<file path="config.mk">
export PLATFORM = sky130hd
export DESIGN_NAME = cc_frame_arbiter_flat
export DESIGN_NICKNAME = d
export VERILOG_FILES = /design/src/rtl/cc_pkg.sv /design/src/rtl/cc_frame_arbiter_if.sv /design/src/rtl/cc_id_fifo.sv /design/src/rtl/cc_frame_arbiter.sv /design/src/flat_wrapper.sv
export SDC_FILE = /design/constraint.sdc
export NUM_CORES = 1
export LEC_CHECK = 0
export ABC_AREA = 1
export ABC_CLOCK_PERIOD_IN_PS = 3300
export CORE_MARGIN = 4
export CORE_UTILIZATION = 42
export CTS_CLUSTER_SIZE = 16
export DETAILED_ROUTE_END_ITERATION = 8
export PLACE_DENSITY_LB_ADDON = 0.05
export SYNTH_ARGS = -nofsm -noshare
export SYNTH_HDL_FRONTEND = slang
export SYNTH_HIERARCHICAL = 1
export SYNTH_SLANG_ARGS = --single-unit
</file>
<file path="constraint.sdc">
create_clock -name clk -period 3.3 [get_ports clk]
set_input_delay 0.99 -clock clk [delete_from_list [all_inputs] [get_ports clk]]
set_output_delay 0.99 -clock clk [all_outputs]
set_load 0.03 [all_outputs]
</file>
<file path="src/rtl/cc_pkg.sv">
`default_nettype none
// ============================================================================
// Module      : cc_pkg
// Description : Shared types and helpers for the convolution frame arbiter.
//               Holds the arbiter FSM state encoding and the derivation of
//               the requester-ID width used by the tag FIFO and the bus.
// Revision    : 1.0 - initial release
// ============================================================================
package cc_pkg;

    typedef enum logic [0:0] {
        ST_IDLE   = 1'b0,
        ST_STREAM = 1'b1
    } state_t;

    // Width of a requester ID; a single requester still needs a 1-bit tag.
    function automatic int id_width(input int n);
        return (n > 1) ? $clog2(n) : 1;
    endfunction

endpackage
`default_nettype wire

</file>
<file path="src/rtl/cc_frame_arbiter_if.sv">
`default_nettype none
// ============================================================================
// Module      : cc_frame_arbiter_if
// Description : Bus bundle for the frame arbiter.
//   req_valid/req_data/req_ready : per-requester serial sample handshake
//   up_valid/up_data             : samples forwarded to the pipeline
//   down_valid/down_data         : results returned by the pipeline
//   out_valid/out_data/out_id/out_last : tagged result stream
//   Modport slave  : arbiter side.  Modport master : environment side.
// Revision    : 1.0 - initial release
// ============================================================================
interface cc_frame_arbiter_if
    import cc_pkg::*;
#(
    parameter int XLEN = 16,
    parameter int NREQ = 4
);
    localparam int IDW = id_width(NREQ);

    logic [NREQ-1:0]            req_valid;
    logic [NREQ-1:0][XLEN-1:0]  req_data;
    logic [NREQ-1:0]            req_ready;
    logic                       up_valid;
    logic [XLEN-1:0]            up_data;
    logic                       down_valid;
    logic [XLEN-1:0]            down_data;
    logic                       out_valid;
    logic [XLEN-1:0]            out_data;
    logic [IDW-1:0]             out_id;
    logic                       out_last;

    modport slave (
        input  req_valid, req_data, down_valid, down_data,
        output req_ready, up_valid, up_data,
               out_valid, out_data, out_id, out_last
    );

    modport master (
        output req_valid, req_data, down_valid, down_data,
        input  req_ready, up_valid, up_data,
               out_valid, out_data, out_id, out_last
    );

endinterface
`default_nettype wire

</file>
<file path="src/rtl/cc_id_fifo.sv">
`default_nettype none
// ============================================================================
// Module      : cc_id_fifo
// Description : Small tag FIFO holding the requester ID of each frame that
//               is inside the pipeline. Push and pop may occur in the same
//               cycle, including when full (the popped slot is reused).
//   clk, rst (async, active-low), push/push_data, pop, full, empty, head
// Revision    : 1.0 - initial release
// ============================================================================
module cc_id_fifo #(
    parameter int DEPTH = 2,
    parameter int W     = 2
) (
    input  wire logic         clk,
    input  wire logic         rst,
    input  wire logic         push,
    input  wire logic [W-1:0] push_data,
    input  wire logic         pop,
    output logic              full,
    output logic              empty,
    output logic [W-1:0]      head
);
    localparam int AW   = (DEPTH > 1) ? $clog2(DEPTH) : 1;
    localparam int CNTW = $clog2(DEPTH + 1);

    logic [W-1:0]    r_mem [DEPTH];
    logic [AW-1:0]   r_wr;
    logic [AW-1:0]   r_rd;
    logic [CNTW-1:0] r_count;

    function automatic logic [AW-1:0] ptr_inc(input logic [AW-1:0] p);
        return (p == AW'(DEPTH - 1)) ? '0 : p + 1'b1;
    endfunction

    assign full  = (r_count == CNTW'(DEPTH));
    assign empty = (r_count == '0);
    assign head  = r_mem[r_rd];

    always_ff @(posedge clk) begin
        if (push) begin
            r_mem[r_wr] <= push_data;
        end
    end

    always_ff @(posedge clk or negedge rst) begin
        if (!rst) begin
            r_wr    <= '0;
            r_rd    <= '0;
            r_count <= '0;
        end else begin
            if (push) begin
                r_wr <= ptr_inc(r_wr);
            end
            if (pop) begin
                r_rd <= ptr_inc(r_rd);
            end
            if (push && !pop) begin
                r_count <= r_count + 1'b1;
            end else if (pop && !push) begin
                r_count <= r_count - 1'b1;
            end
        end
    end

endmodule
`default_nettype wire

</file>
<file path="src/rtl/cc_frame_arbiter.sv">
`default_nettype none
// ============================================================================
// Module      : cc_frame_arbiter
// Description : Round-robin frame arbiter in front of a convolution pipeline.
//               Grants one requester a whole WIDTH-sample frame at a time,
//               tags the returning result frames with the requester ID and
//               limits the number of frames inside the pipeline.
//   clk        : clock, rising edge
//   rst        : asynchronous active-low reset
//   bus        : cc_frame_arbiter_if.slave (request, pipeline, result streams)
//   err_orphan : sticky, a result arrived with no frame in flight
// Revision    : 1.0 - initial release
// ============================================================================
module cc_frame_arbiter
    import cc_pkg::*;
#(
    parameter int XLEN         = 16,
    parameter int WIDTH        = 128,
    parameter int NREQ         = 4,
    parameter int MAX_INFLIGHT = 2
) (
    input  wire logic           clk,
    input  wire logic           rst,
    cc_frame_arbiter_if.slave   bus,
    output logic                err_orphan
);
    localparam int IDW = id_width(NREQ);
    localparam int CW  = $clog2(WIDTH);

    state_t          r_state;
    state_t          w_next_state;
    logic [IDW-1:0]  r_grant;
    logic [IDW-1:0]  r_ptr;
    logic [CW-1:0]   r_in_cnt;
    logic [CW-1:0]   r_out_cnt;

    logic [IDW-1:0]  w_idx;
    logic [IDW-1:0]  w_winner;
    logic            w_found;
    logic [IDW-1:0]  w_ptr_next;
    logic [NREQ-1:0] w_req_ready;
    logic            w_up_valid;
    logic [XLEN-1:0] w_up_data;
    logic            w_accept;
    logic            w_push;
    logic            w_pop;
    logic            w_out_adv;
    logic            w_full;
    logic            w_empty;
    logic [IDW-1:0]  w_head;

    // Round-robin search starting at the priority pointer.
    always_comb begin
        w_found  = 1'b0;
        w_winner = '0;
        w_idx    = '0;
        for (int i = 0; i < NREQ; i++) begin
            w_idx = IDW'((int'(r_ptr) + i) % NREQ);
            if (!w_found && bus.req_valid[w_idx]) begin
                w_found  = 1'b1;
                w_winner = w_idx;
            end
        end
    end

    assign w_ptr_next = (w_winner == IDW'(NREQ - 1)) ? '0 : w_winner + 1'b1;

    // Result side: a result only advances the frame when a tag exists.
    assign w_out_adv = bus.down_valid && !w_empty;
    assign w_pop     = w_out_adv && (r_out_cnt == CW'(WIDTH - 1));

    always_comb begin
        w_next_state = r_state;
        w_req_ready  = '0;
        w_up_valid   = 1'b0;
        w_up_data    = '0;
        w_accept     = 1'b0;
        w_push       = 1'b0;
        case (r_state)
            ST_IDLE: begin
                // A last result retiring this cycle frees its slot, so a
                // full FIFO can still admit when it pops at the same time.
                if (w_found && (!w_full || w_pop)) begin
                    w_push       = 1'b1;
                    w_next_state = ST_STREAM;
                end
            end
            ST_STREAM: begin
                w_req_ready[r_grant] = 1'b1;
                w_up_valid           = bus.req_valid[r_grant];
                w_up_data            = bus.req_data[r_grant];
                w_accept             = bus.req_valid[r_grant];
                if (w_accept && (r_in_cnt == CW'(WIDTH - 1))) begin
                    w_next_state = ST_IDLE;
                end
            end
            default: begin
                w_next_state = ST_IDLE;
            end
        endcase
    end

    always_ff @(posedge clk or negedge rst) begin
        if (!rst) begin
            r_state    <= ST_IDLE;
            r_grant    <= '0;
            r_ptr      <= '0;
            r_in_cnt   <= '0;
            r_out_cnt  <= '0;
            err_orphan <= 1'b0;
        end else begin
            r_state <= w_next_state;
            if (w_push) begin
                r_grant <= w_winner;
                r_ptr   <= w_ptr_next;
            end
            if (w_accept) begin
                r_in_cnt <= (r_in_cnt == CW'(WIDTH - 1)) ? '0 : r_in_cnt + 1'b1;
            end
            if (w_out_adv) begin
                r_out_cnt <= w_pop ? '0 : r_out_cnt + 1'b1;
            end
            if (bus.down_valid && w_empty) begin
                err_orphan <= 1'b1;
            end
        end
    end

    cc_id_fifo #(
        .DEPTH (MAX_INFLIGHT),
        .W     (IDW)
    ) u_id_fifo (
        .clk       (clk),
        .rst       (rst),
        .push      (w_push),
        .push_data (w_winner),
        .pop       (w_pop),
        .full      (w_full),
        .empty     (w_empty),
        .head      (w_head)
    );

    assign bus.req_ready = w_req_ready;
    assign bus.up_valid  = w_up_valid;
    assign bus.up_data   = w_up_data;
    assign bus.out_valid = bus.down_valid;
    assign bus.out_data  = bus.down_data;
    assign bus.out_id    = w_empty ? '0 : w_head;
    assign bus.out_last  = w_pop;

endmodule
`default_nettype wire

</file>
<file path="src/flat_wrapper.sv">
// flat-port wrapper written by rule: the top's interface ports become plain ports
module cc_frame_arbiter_flat import cc_pkg::*;
#(
    parameter int XLEN         = 16,
    parameter int WIDTH        = 128,
    parameter int NREQ         = 4,
    parameter int MAX_INFLIGHT = 2
)
  (clk, rst, err_orphan, bus_req_valid, bus_req_data, bus_down_valid, bus_down_data, bus_req_ready, bus_up_valid, bus_up_data, bus_out_valid, bus_out_data, bus_out_id, bus_out_last);
  cc_frame_arbiter_if #(.XLEN(XLEN), .NREQ(NREQ)) bus_i ();
  input  wire logic clk;
  input  wire logic rst;
  output logic err_orphan;
  input wire logic [$bits(bus_i.req_valid)-1:0] bus_req_valid;
  input wire logic [$bits(bus_i.req_data)-1:0] bus_req_data;
  input wire logic [$bits(bus_i.down_valid)-1:0] bus_down_valid;
  input wire logic [$bits(bus_i.down_data)-1:0] bus_down_data;
  output wire logic [$bits(bus_i.req_ready)-1:0] bus_req_ready;
  output wire logic [$bits(bus_i.up_valid)-1:0] bus_up_valid;
  output wire logic [$bits(bus_i.up_data)-1:0] bus_up_data;
  output wire logic [$bits(bus_i.out_valid)-1:0] bus_out_valid;
  output wire logic [$bits(bus_i.out_data)-1:0] bus_out_data;
  output wire logic [$bits(bus_i.out_id)-1:0] bus_out_id;
  output wire logic [$bits(bus_i.out_last)-1:0] bus_out_last;
  assign bus_i.req_valid = bus_req_valid;
  assign bus_i.req_data = bus_req_data;
  assign bus_i.down_valid = bus_down_valid;
  assign bus_i.down_data = bus_down_data;
  assign bus_req_ready = bus_i.req_ready;
  assign bus_up_valid = bus_i.up_valid;
  assign bus_up_data = bus_i.up_data;
  assign bus_out_valid = bus_i.out_valid;
  assign bus_out_data = bus_i.out_data;
  assign bus_out_id = bus_i.out_id;
  assign bus_out_last = bus_i.out_last;
  cc_frame_arbiter #(.XLEN(XLEN), .WIDTH(WIDTH), .NREQ(NREQ), .MAX_INFLIGHT(MAX_INFLIGHT)) u_core (.clk(clk), .rst(rst), .bus(bus_i), .err_orphan(err_orphan));
endmodule
</file>
==> results of run 1 <==
[worst paths after layout]
check | from | to | slack (ps)
max | bus_req_valid[1] | bus_up_valid | 160
min | u_core/err_orphan | u_core/err_orphan | 470
max reg2reg | u_core/u_id_fifo/r_count[0] | u_core/r_out_cnt[5] | 640
min reg2reg | u_core/err_orphan | u_core/err_orphan | 470
max in group asynchronous | rst | u_core/r_in_cnt[2] | 1990
min in group asynchronous | rst | u_core/r_out_cnt[6] | 1070
[cells by family (layout without fill, tap and decap cells)]
family | after synthesis | count (layout) | share of synthesized area
and+or+nand+nor | 126 | 126 | 0.289
AOI/OAI and AO/OA | 69 | 69 | 0.195
buffers and inverters | 61 | 152 | 0.142
DFF | 28 | 28 | 0.311
xor gates and xnor gates | 10 | 10 | 0.0378
adders and majority gates | 3 | 3 | 0.0162
muxes | 2 | 2 | 0.00973
[sequential cells by signal (all words and copies together) (netlist names)]
name	cells
u_core/err_orphan	1
u_core/r_grant	2
u_core/u_id_fifo/r_mem	4
u_core/r_in_cnt	7
u_core/r_out_cnt	7
u_core/u_id_fifo/r_wr	1
u_core/u_id_fifo/r_rd	1
u_core/u_id_fifo/r_count	2
u_core/r_ptr	2
u_core/r_state	1
[worst max-delay path, delay by kind of cell]
| family | cells | cell delay [ps] |
|---|---|---|
| buf+inv | 4 | 740 |
| compound gates | 2 | 240 |
| simple gates | 2 | 180 |
[stage by stage]
stage | setup WS [ps] | util | cell area, um^2 | instances
after floorplan | 169 | - | 2310 | 299
after global placement | 44.5 | 0.610 | 3190 | 447
after detailed placement | -19.8 | 0.610 | 3190 | 447
after CTS | 147 | 0.637 | 3340 | 460
after global routing | 62.3 | 0.637 | 3340 | 460
final | 157 | 0.637 | 3340 | 460
[power by group]
group	leakage [nW]	total (W)	switching (W)	internal (W)
combinational	1.16	0.00212	0.00130	0.000823
sequential	0.319	0.000678	0.000175	0.000502
clock	0.0357	0.000271	0.000108	0.000162
[cell type report]
type                    count  area share
multi-input cells         210       0.381
repair buffers            113       0.312
flip-flops and latches     28       0.216
inverters                  35      0.0431
well taps                  70      0.0262
clock buffers               3      0.0124
clock inverters             1     0.00900
[cells in the mapped netlist, drive strengths merged]
| cell type | instances | area share |
|---|---|---|
| nand3b | 1 | 0.0086 |
| clkbuf | 3 | 0.0049 |
| nor4 | 1 | 0.0027 |
| nand2 | 81 | 0.16 |
| xor2 | 5 | 0.019 |
| o21ai | 12 | 0.029 |
| inv | 35 | 0.062 |
| o21a | 2 | 0.0065 |
| xnor2 | 5 | 0.019 |
| dfrtp | 24 | 0.26 |
| nand4 | 4 | 0.011 |
| o22ai | 2 | 0.0054 |
| ha | 3 | 0.016 |
| a21o | 1 | 0.0032 |
| nor3 | 6 | 0.015 |
| nor2 | 18 | 0.048 |
| a21oi | 20 | 0.046 |
| nand3 | 15 | 0.042 |
| a22oi | 32 | 0.10 |
| edfxtp | 4 | 0.052 |
| buf | 23 | 0.075 |
| mux2 | 2 | 0.0097 |
[metal layers]
metal | track usage | up-vias | routed length [um]
li1 | - | 1171 | -
met1 | 0.240 | 1032 | 2700
met2 | 0.357 | 72 | 3200
met3 | 0.0347 | 16 | 558
met4 | 0.0532 | 0 | 161
met5 | 0 | - | 0
[repair_timing]
| item | 4_1_cts | 5_1_grt |
|---|---|---|
| endpoints found under the setup margin | 1 | 0 |
| gates resized for setup | 3 | 0 |
| buffers inserted | 9 | 0 |
==> results.md, run 1 <==
- Area grow syn2layout: 44.2%
- Max Cap Violations: 0
- Cell count after synthesis: 299
- Layout cell share with drive strength beyond 1: 0.208
- Antenna violations before repair: 0
- Critical path arrival: 2150 ps
- Sequential Area: 721 um^2
- Tot Pwr: 0.00307 W
- Vias in the first global route: 2173
- PwrDens: 920 mW/mm^2
- Multi-input logic area: 0.00127 mm^2
- Flops & latches, synth: 28
- Synthesized area: 0.00231 mm^2
- Maximum root-to-sink buffer count: 2
- Clock Tree Root: clkbuf_8
- Die outline width: 82.2 um
- Global-route wire length before repair: 10400 um
- Maximum VDD drop: 0.539 mV
- Die footprint: 0.00676 mm^2
- Most frequent cells in the layout: clkdlybuf4s50_1 (77), nand2_1 (63), buf_4 (35), a22oi_1 (32), inv_1 (26)
- N_diodes: 0
- Sinks on Clock Net: 28
- RSZ-0062 raised after global routing: false
- Setup crit end kind: output port
- Core area: 0.00524 mm^2
- DRT iter0 DRCs: 83
- Initial core utilization: 0.442
- Worst-Skew Late Latency: 270 ps
- CP max stage cell: clkdlybuf4s50_1
- Final Max Slew Viols: 0
- CTS tree: yes
- Hold slack: 466 ps
- CP max FO: 6
- F_max: 0.318 GHz
- Final cycle utilization of the critical path: 0.952
- Placer Congestion: 0.854
- Status: finished clean
- Crit path time final: 3140 ps
- Fillcell total: 449
- Inserted Clock Buffers: 3
- DR vias/cell: 4.98
- Total track usage: 0.198
- Largest net degree at the start of global routing: 25
- TritonRoute pass-1 iters: 4
- Endpoints failing setup: 0
- DRC: 0
- I/O pin total: 129
- YS warnings: 6
- Worst Skew: 6.30 ps
- Nets@finish: 481
- Data required time at the worst endpoint: 2310 ps
- Hold Path Stages: 1
- Final hold violation count: 0
- Critical path's largest stage delay: 480 ps
- Syn_area_per_cell: 7.74 um^2
- Detail Route Antenna Nets: 0
- CP Launch Type: input pin
- Post-DP HPWL: 5030 um
- # port buffers: 96
- Slew HR: 0.635
- Yosys cell types: 38
- R2r worst-path depth: 17
- Sequential area share after synthesis: 0.311
- Site Rows: 26
- Die height: 82.2 um
- Final wirelength: 6620 um
- GRT Residual Overflow: 0
- Wirelength per Cell: 14.4 um
- Worst-path clk slew: 100 ps
- Hold Path Class: register to register
- DR vias: 2291
- Crit Path Class: input pin to output port
- Pin slew with the least headroom to its limit: 547 ps
- Most common cell after layout, fill and taps aside: clkdlybuf4s50_1
- # H-tree levels: 1
- Post-route setup TNS: 0 ps
- Post-Syn Nets: 389
- P_leak: 1.52 nW
- Hold_buf cts: 0
- Worst path cell trace: clkdlybuf4s50_1 -> inv_1 -> o22ai_1 -> a21oi_2 -> nand2_2 -> nand2_4 -> inv_4 -> buf_4
Note: power is estimated with default switching activity, not from simulation.
==> run 2: changes to the inputs <==
CTS_CLUSTER_SIZE = 40   (was 16)
==> results of run 2 <==
No change in the layout: final DEF, timing and power equal those of run 1.
==> run 3: changes to the inputs <==
CAP_MARGIN = 40   (was unset)
SYNTH_HIERARCHICAL = unset   (was 1)
==> run 3 against run 2 <==
Via count increased by 3.0%. Setup slack got worse by 25 ps. Total power shrank 7.3%. Sequential share of layout area up 0.45 points. Clock-buffer cell count increased by 1. Critical path depth unchanged. Core utilization is 0.92 points lower. Critical path type unchanged. Largest cell class unchanged.
==> results.md, run 3 <==
- Worst Setup SP: bus_req_valid[1]
- Placer Congestion: 0.816
- N_diodes: 0
- DR vias: 2360
- DRT iter0 DRCs: 123
- Global-route wire length before repair: 9850 um
- Post-DP HPWL: 5060 um
- Ys flop type: dfrtp_1
- Pin slew with the least headroom to its limit: 754 ps
- Flops & latches, synth: 28
- Core area: 0.00520 mm^2
- Int Pwr: 0.00134 W
- Sequential area share after synthesis: 0.314
- NetSw: 0.00150 W
- Critical path arrival: 2180 ps
- Final cycle utilization of the critical path: 0.960
- Final core utilization: 0.628
- Maximum root-to-sink buffer count: 2
- Clk pwr share: 0.065
- R2r worst-path depth: 13
- Reg-to-Reg End: u_core.u_id_fifo.r_count[1]
- Top-count cell post-synth: nand2_1
- Reg-to-reg slack, setup: 1070 ps
- Total track usage: 0.186
- Top Registers: u_core.r_in_cnt x7, u_core.r_out_cnt x7, u_core.u_id_fifo.r_mem x4
- CP max FO: 3
- Flop pwr share: 0.221
- Die footprint: 0.00671 mm^2
- Final hold violation count: 0
- Worst-Skew Late Latency: 270 ps
- Combinational share of power: 0.715
- Site Rows: 26
- # port buffers: 96
- Die outline width: 81.9 um
- Max Cap Violations: 0
- Endpoints failing setup: 0
- Area grow syn2layout: 42.6%
- Top cell type's share of synthesized area: 0.262
- Dpl cells: 462
- Vias in the first global route: 2199
- Crit path time final: 3170 ps
- DR vias/cell: 5.05
- Post-Place Cell Area: 0.00321 mm^2
- Slew HR: 0.497
- Setup crit end kind: output port
- Initial core utilization: 0.441
- Data required time at the worst endpoint: 2310 ps
- Wirelength per Cell: 13.6 um
- # H-tree levels: 1
- Antenna violations before repair: 0
- Nets@finish: 488
- Inserted Clock Buffers: 3
- Detail Route Antenna Nets: 0
- CP Launch Type: input pin
- F_max: 0.316 GHz
- Maximum VDD drop: 0.604 mV
- Worst Skew: 8.43 ps
- Worst slack, placed: -21.5 ps
- Clock Tree Root: clkbuf_8
- Synth area leaders: dfrtp_1 (26%), nand2_1 (9.2%), nand3_1 (9.2%), buf_4 (5.6%), a22oi_1 (5.2%)
- DRC: 0
- Critical path endpoint: bus_up_valid
- Post-Syn Nets: 401
- TritonRoute pass-1 iters: 5
- Sw Ratio: 0.529
- P_leak: 1.48 nW
- Final Max Slew Viols: 0
- Worst-path clk slew: 80 ps
- Synthesized area: 0.00229 mm^2
- Most common cell after layout, fill and taps aside: clkdlybuf4s50_1
- Final instance area: 0.00327 mm^2
- CTS tree: yes
- Final wirelength: 6330 um
- RSZ-0062 raised after global routing: false
- Hold Path Class: register to register
- Yosys cell types: 33
- Cell count after synthesis: 311
- Fin cells: 467
- Crit Path Class: input pin to output port
- Post-route setup TNS: 0 ps
- Layout cell share with drive strength beyond 1: 0.191
- PwrDens: 870 mW/mm^2
- GRT Residual Overflow: 0
- Status: finished clean
- Sinks on Clock Net: 28
- Post-synth ARST share: 0.857
- Setup ws final: 132 ps
- Most frequent cells in the layout: clkdlybuf4s50_1 (76), nand2_1 (56), nand3_1 (42), buf_4 (35), inv_1 (25)
- Syn_area_per_cell: 7.37 um^2
- YS warnings: 0
- Hold_buf cts: 0
- Largest net degree at the start of global routing: 25
- Post-synth EDFFs: 4
- Die height: 81.9 um
- I/O pin total: 129
- Synth cell count leaders: nand2_1 (56), nand3_1 (42), inv_1 (27)
- Leading area contributor after synthesis: dfrtp_1
run 3: power groups by stage:
stage               clock network [W]  logic [W]  registers (W)
CTS                          0.000194    0.00205       0.000627
detailed placement                  0    0.00204       0.000632
floorplan                           0    0.00147       0.000589
global placement                    0    0.00202       0.000631
finish                       0.000184    0.00203       0.000627
global route                 0.000209    0.00224       0.000644
run 3: logic make-up (layout without fill, tap and decap cells):
logic type / Yosys count / count (layout) / synth area share
and+or+nand+nor: 149 / 149 / 0.319
AOI/OAI and AO/OA: 56 / 56 / 0.157
adders and majority gates: 3 / 3 / 0.0164
buffers and inverters: 63 / 149 / 0.145
DFF: 28 / 28 / 0.314
xor gates and xnor gates: 12 / 12 / 0.0491
run 3: worst min-delay path by stage:
stage,startpoint,end,slack (ps),cells past startpoint
floorplan,u_core.r_in_cnt[2],u_core.r_in_cnt[2],460,1
global placement,u_core.err_orphan,u_core.err_orphan,460,1
detailed placement,u_core.err_orphan,u_core.err_orphan,470,1
CTS,u_core.err_orphan,u_core.err_orphan,490,1
global route,u_core.r_in_cnt[2],u_core.r_in_cnt[2],520,1
finish,u_core.err_orphan,u_core.err_orphan,490,1
run 3: metrics by stage:
step / hold slack, ps / total power (W)
2_1_floorplan: 463 / 0.00206
3_3_place_gp: 462 / 0.00265
3_5_place_dp: 465 / 0.00267
4_1_cts: 489 / 0.00287
5_1_grt: 518 / 0.00309
6_report: 486 / 0.00285
run 3: worst max-delay path, stage by stage:
cell             delay (ps)
clkdlybuf4s50_1         500
inv_1                    60
o22ai_1                 170
nor2_1                   70
o21ai_2                  90
nand2_2                  90
inv_2                    60
buf_4                   150
run 3: layer usage:
metal,up-vias,GRT usage,part of all wire
met5,-,0,0
li1,1199,-,-
met2,56,0.327,0.52
met3,2,0.0461,0.067
met4,0,0.0548,0.0054
met1,1103,0.224,0.41
run 3: cell type report:
type                       instances  area (um^2)
sequential                        28          721
tap                               70         87.6
timing repair buffer             113         1050
multi-input combinational        220         1250
clock buffer                       4         45.0
fill                             507         1940
inverter                          32          123
run 3: repair_timing:
| action | 4_1_cts | 5_1_grt |
|---|---|---|
| buffers inserted | 0 | 1 |
| pin swaps | 0 | 2 |
| hold endpoints to repair | 0 | 0 |
| setup endpoints to repair | 1 | 1 |
| gates resized for setup | 1 | 4 |
